### src/rtl/edge_detect_multi_if.sv
// Bundle of the detector's pin-side inputs and event-side outputs.
// All signals are level or single-cycle strobes; there is no valid/ready handshake.
interface edge_detect_multi_if #(
  parameter int CHANNELS = 4,
  parameter int COUNT_W  = 8
);
  logic [CHANNELS-1:0]   sig_in;
  logic [2*CHANNELS-1:0] mode;
  logic [CHANNELS-1:0]   flag_clr;
  logic                  count_clr;
  logic [CHANNELS-1:0]   pulse;
  logic [CHANNELS-1:0]   flag;
  logic                  any_pulse;
  logic [COUNT_W-1:0]    count;
  logic                  armed;

  modport master (
    output sig_in, mode, flag_clr, count_clr,
    input  pulse, flag, any_pulse, count, armed
  );

  modport slave (
    input  sig_in, mode, flag_clr, count_clr,
    output pulse, flag, any_pulse, count, armed
  );
endinterface

### src/rtl/edge_detect_multi.sv
// Multi-channel synchronised edge detector with sticky flags and warm-up arming.
// Optional saturating event counter is built when EDGE_DETECT_COUNT_EN is defined.
module edge_detect_multi #(
  parameter int CHANNELS    = 4,
  parameter int SYNC_STAGES = 2,
  parameter int COUNT_W     = 8
) (
  input  logic              clk,
  input  logic              reset,
  edge_detect_multi_if.slave bus
);
  localparam int WARM_W = $clog2(SYNC_STAGES + 2);
  localparam logic [WARM_W-1:0] WARM_LAST = WARM_W'(SYNC_STAGES);

  logic [CHANNELS-1:0] sync_q [SYNC_STAGES];
  logic [CHANNELS-1:0] prev_q;
  logic [CHANNELS-1:0] pulse_q;
  logic [CHANNELS-1:0] flag_q, flag_d;
  logic                any_q;
  logic [WARM_W-1:0]   warm_q;
  logic                armed_q;
  logic [CHANNELS-1:0] synced, rise, fall, event_d;

  always_comb begin
    synced  = sync_q[SYNC_STAGES-1];
    rise    = synced & ~prev_q;
    fall    = ~synced & prev_q;
    event_d = '0;
    // Mode only gates the edge terms, so changing it can never create an event.
    for (int i = 0; i < CHANNELS; i++) begin
      event_d[i] = armed_q & ((bus.mode[2*i] & rise[i]) | (bus.mode[2*i+1] & fall[i]));
    end
    flag_d = event_d | (flag_q & ~bus.flag_clr);
  end

  always_ff @(posedge clk or posedge reset) begin
    if (reset) begin
      for (int k = 0; k < SYNC_STAGES; k++) sync_q[k] <= '0;
      prev_q  <= '0;
      pulse_q <= '0;
      flag_q  <= '0;
      any_q   <= 1'b0;
      warm_q  <= '0;
      armed_q <= 1'b0;
    end else begin
      sync_q[0] <= bus.sig_in;
      for (int k = 1; k < SYNC_STAGES; k++) sync_q[k] <= sync_q[k-1];
      prev_q  <= synced;
      pulse_q <= event_d;
      flag_q  <= flag_d;
      any_q   <= |event_d;
      // Arming waits until the chain and prev flop hold post-reset samples.
      if (!armed_q) begin
        if (warm_q == WARM_LAST) armed_q <= 1'b1;
        else                     warm_q  <= warm_q + WARM_W'(1);
      end
    end
  end

  assign bus.pulse     = pulse_q;
  assign bus.flag      = flag_q;
  assign bus.any_pulse = any_q;
  assign bus.armed     = armed_q;

`ifdef EDGE_DETECT_COUNT_EN
  logic [COUNT_W-1:0] count_q, count_d;

  always_comb begin
    count_d = count_q;
    if (bus.count_clr)                    count_d = '0;
    else if ((|event_d) && (count_q != '1)) count_d = count_q + COUNT_W'(1);
  end

  always_ff @(posedge clk or posedge reset) begin
    if (reset) count_q <= '0;
    else       count_q <= count_d;
  end

  assign bus.count = count_q;
`else
  logic unused_count_clr;
  assign unused_count_clr = bus.count_clr;
  assign bus.count        = '0;
`endif
endmodule

### src/flat_wrapper.sv
// flat-port wrapper written by rule: the top's interface ports become plain ports
module edge_detect_multi_flat 
#(
  parameter int CHANNELS    = 4,
  parameter int SYNC_STAGES = 2,
  parameter int COUNT_W     = 8
)
  (clk, reset, bus_sig_in, bus_mode, bus_flag_clr, bus_count_clr, bus_pulse, bus_flag, bus_any_pulse, bus_count, bus_armed);
  edge_detect_multi_if #(.CHANNELS(CHANNELS), .COUNT_W(COUNT_W)) bus_i ();
  input  logic clk;
  input  logic reset;
  input wire logic [$bits(bus_i.sig_in)-1:0] bus_sig_in;
  input wire logic [$bits(bus_i.mode)-1:0] bus_mode;
  input wire logic [$bits(bus_i.flag_clr)-1:0] bus_flag_clr;
  input wire logic [$bits(bus_i.count_clr)-1:0] bus_count_clr;
  output wire logic [$bits(bus_i.pulse)-1:0] bus_pulse;
  output wire logic [$bits(bus_i.flag)-1:0] bus_flag;
  output wire logic [$bits(bus_i.any_pulse)-1:0] bus_any_pulse;
  output wire logic [$bits(bus_i.count)-1:0] bus_count;
  output wire logic [$bits(bus_i.armed)-1:0] bus_armed;
  assign bus_i.sig_in = bus_sig_in;
  assign bus_i.mode = bus_mode;
  assign bus_i.flag_clr = bus_flag_clr;
  assign bus_i.count_clr = bus_count_clr;
  assign bus_pulse = bus_i.pulse;
  assign bus_flag = bus_i.flag;
  assign bus_any_pulse = bus_i.any_pulse;
  assign bus_count = bus_i.count;
  assign bus_armed = bus_i.armed;
  edge_detect_multi #(.CHANNELS(CHANNELS), .SYNC_STAGES(SYNC_STAGES), .COUNT_W(COUNT_W)) u_core (.clk(clk), .reset(reset), .bus(bus_i));
endmodule
### config.mk
export PLATFORM = sky130hd
export DESIGN_NAME = edge_detect_multi_flat
export DESIGN_NICKNAME = d
export VERILOG_FILES = /design/src/rtl/edge_detect_multi_if.sv /design/src/rtl/edge_detect_multi.sv /design/src/flat_wrapper.sv
export SDC_FILE = /design/constraint.sdc
export NUM_CORES = 1
export LEC_CHECK = 0
export ABC_AREA = 1
export CAP_MARGIN = 10
export CORE_AREA = 2 2 44 46
export DETAILED_ROUTE_END_ITERATION = 6
export DIE_AREA = 0 0 46 48
export DONT_BUFFER_PORTS = 1
export GPL_TIMING_DRIVEN = 0
export PLACE_DENSITY = 0.65
export REMOVE_ABC_BUFFERS = 1
export SLEW_MARGIN = 10
export SYNTH_ARGS = -nofsm -noshare
export SYNTH_HDL_FRONTEND = slang
export SYNTH_SLANG_ARGS = --single-unit
### constraint.sdc
create_clock -name clk -period 2.8 [get_ports clk]
set_input_delay 0.42 -clock clk [delete_from_list [all_inputs] [get_ports clk]]
set_output_delay 0.42 -clock clk [all_outputs]
set_load 0.01 [all_outputs]
==> results.toml <==
[yosys]
yosys_most_used_dff = "dfrtp_1"
synth_most_common_cell = "dfrtp_1"
synthDistinctLibCells = 11
synth_edf_count = 0
yosys_register_bits = 24
synthesis.area_um2 = 895
synth-async-reset-ratio_pct = 100
ys_seq_area_share_pct = 67.1
netlist_instances = 86
ys_top_cells_by_area = "dfrtp_1 (67%), inv_1 (8.8%), nand2_1 (8.4%), buf_4 (6.7%), nand3_1 (2.2%)"
yosys-top-cells-count = "dfrtp_1 (24), inv_1 (21), nand2_1 (20)"
yosys.area.top_type = "dfrtp_1"
yosysWarnings = 0
syn_avg_cell_area_um2 = 10.4
netlist.area_leader.share_pct = 67.1

[cells_and_area]
synthToLayoutAreaGrowth_pct = 2.66
drive_gt1_share_pct = 6.74
diodes = 0
multi_input_area_um2 = 181
seq_area_um2 = 601
layout.nets = 110
fillers = 147

[floorplan]
num_rows = 15
die_area_um2 = 2210
initial_core_util_pct = 53.0
core_area_um2 = 1690
die_h_um = 48
num_io_pins = 37
die_w_um = 46

[pwr]
leakagePower_uw = 0.000524
intPower_uw = 455
sw_frac_of_total_pct = 22.6
p_clk_share_pct = 29.5
power_frac_seq_pct = 65.1
peakVddDrop_mv = 0.348
powerDensity_nw_per_um2 = 640
finalPower_uw = 588
power_switching_uw = 133
pwr-share-comb_pct = 5.4

[cts]
tritoncts = "built"
cts_max_path_buffers = 2
cts_setup_buffers = 0
cts_sinks = 24
clkLatencyLatePin_ps = 300
cts_made_buffers = 3
ctsHoldBuffers = 0
cts.clk_slew.worst_paths_ps = 120
cts_resized = 0
h-tree-depth = 1
cts_root_buf = "clkbuf_4"

[sta]
finalSetupViolCount = 0
period_minus_slack_ps = 1260
fin_ws_ps = 1540
min_period_over_period_pct = 44.9
slew_violations = 0
hold_viol = 0
tightest_slew_ps = 851
skew_ps = 4.44
rsz0062_at_grt = "false"
maxSlewHeadroom_pct = 43.2
tns_ps = 0
fmaxAchievable_mhz = 796

[global_routing]
antenna_found_initial = 0
grt_max_degree = 25
grt_pass1_wl_um = 1720
grt_pass1_vias = 431
overflow = 0
grt_usage_pct = 11.1

[setup_path]
critPathCapture = "bus_armed"
arrival_ps = 840
reg2reg_slack_ps = 1760
critical_path.startpoint = "u_core.bus.armed"
critPathMaxFanout = 6
crit_required_ps = 2380
cp-end-kind = "output pin"
path_depth = 0
path_class = "flop to output pin"
start_kind = "flop"
r2r-end = "u_core.warm_q[1]"
rr_worst_depth = 6
r2r_start = "u_core.warm_q[0]"

[run_status]
outcome = "complete, no violations"

[drt]
routed_wl_um = 1040
drtIter0Drc = 5
first_pass_iters = 4
vias = 477
viasPerCell = 4.50
drt_drc_violations_left = 0
ant_nets = 0
wire_per_inst_um = 9.77

[placed_design]
place_ws_ps = 1690
io_buffers = 0
gp_congestion = 0.669
dpl.hpwl_um = 801

[flow_run]
cap_violations = 0

[hold_path]
hold_path_class = "input port to flop"
[cell usage in the layout (no fill, tap or decap)]
cell and instances:
nand3_1 4, o21ai_0 4, ha_1 1, nand2_1 20, clkbuf_8 1, dfrtp_1 24
nor2_2 1, inv_1 21, conb_1 8, clkbuf_4 3, xor2_1 1, o21ai_2 1
[worst min path at each step]
| stage | start | endpoint | slack [ps] | depth (start not counted) |
|---|---|---|---|---|
| 2_1_floorplan | u_core.sync_q[4] | u_core.synced[0] | 330 | 0 |
| 6_report | bus_sig_in[3] | u_core.sync_q[7] | 130 | 0 |
| 3_3_place_gp | u_core.sync_q[5] | u_core.synced[1] | 330 | 0 |
| 3_5_place_dp | u_core.sync_q[4] | u_core.synced[0] | 330 | 0 |
| 5_1_grt | bus_sig_in[3] | u_core.sync_q[7] | 80 | 0 |
| 4_1_cts | bus_sig_in[3] | u_core.sync_q[7] | 120 | 0 |
[routing by layer]
layer	routed length [um]	track usage, %	up-vias	share of wire (%)
li1	-	-	237	-
met1	435	12.9	218	42
met2	502	18.3	22	48
met3	99	4.15	0	9.6
met4	0	5.14	0	0
met5	0	0	-	0
[power by group through the flow]
stage	clock, uW	combinational (uW)	sequential [uW]
after detailed placement	0	32.6	390
after floorplan	0	28.2	388
final	174	31.9	383
after global placement	0	32.1	389
after global routing	203	39.4	386
after CTS	183	32.7	383
[cells by family (layout without fill, tap and decap cells)]
kind of cell / Yosys count / count (layout) / share of synthesized area, %
other cells: 1 / 8 / 0.419
fa+ha+maj: 1 / 1 / 1.40
compound gates: 5 / 5 / 3.22
simple gates: 25 / 25 / 11.3
xor+xnor: 1 / 1 / 0.979
buf+inv: 29 / 25 / 15.5
flops: 24 / 24 / 67.1
[sequential cells by signal (all words and copies together), names as in the netlist]
name and cells:
u_core.prev_q 4, u_core.bus.pulse 4, u_core.bus.any_pulse 1, u_core.synced 4
u_core.sync_q 4, u_core.bus.armed 1, u_core.warm_q 2, u_core.bus.flag 4
[stage by stage]
step           cells  hold slack [ps]  util [%]  instance area, um^2
3_3_place_gp     102              332      52.2                  882
5_1_grt          106             84.1      54.4                  918
2_1_floorplan     85              331         -                  861
6_report         106              129      54.4                  918
3_5_place_dp     102              335      52.2                  882
4_1_cts          106              115      54.4                  918
[cell type report]
| class | instances | share of cell area [%] |
|---|---|---|
| clock buffer | 4 | 3.95 |
| inverter | 21 | 8.58 |
| multi-input combinational | 40 | 19.8 |
| sequential | 24 | 65.4 |
| tap | 17 | 2.32 |
Note: power is estimated with default switching activity, not from simulation.
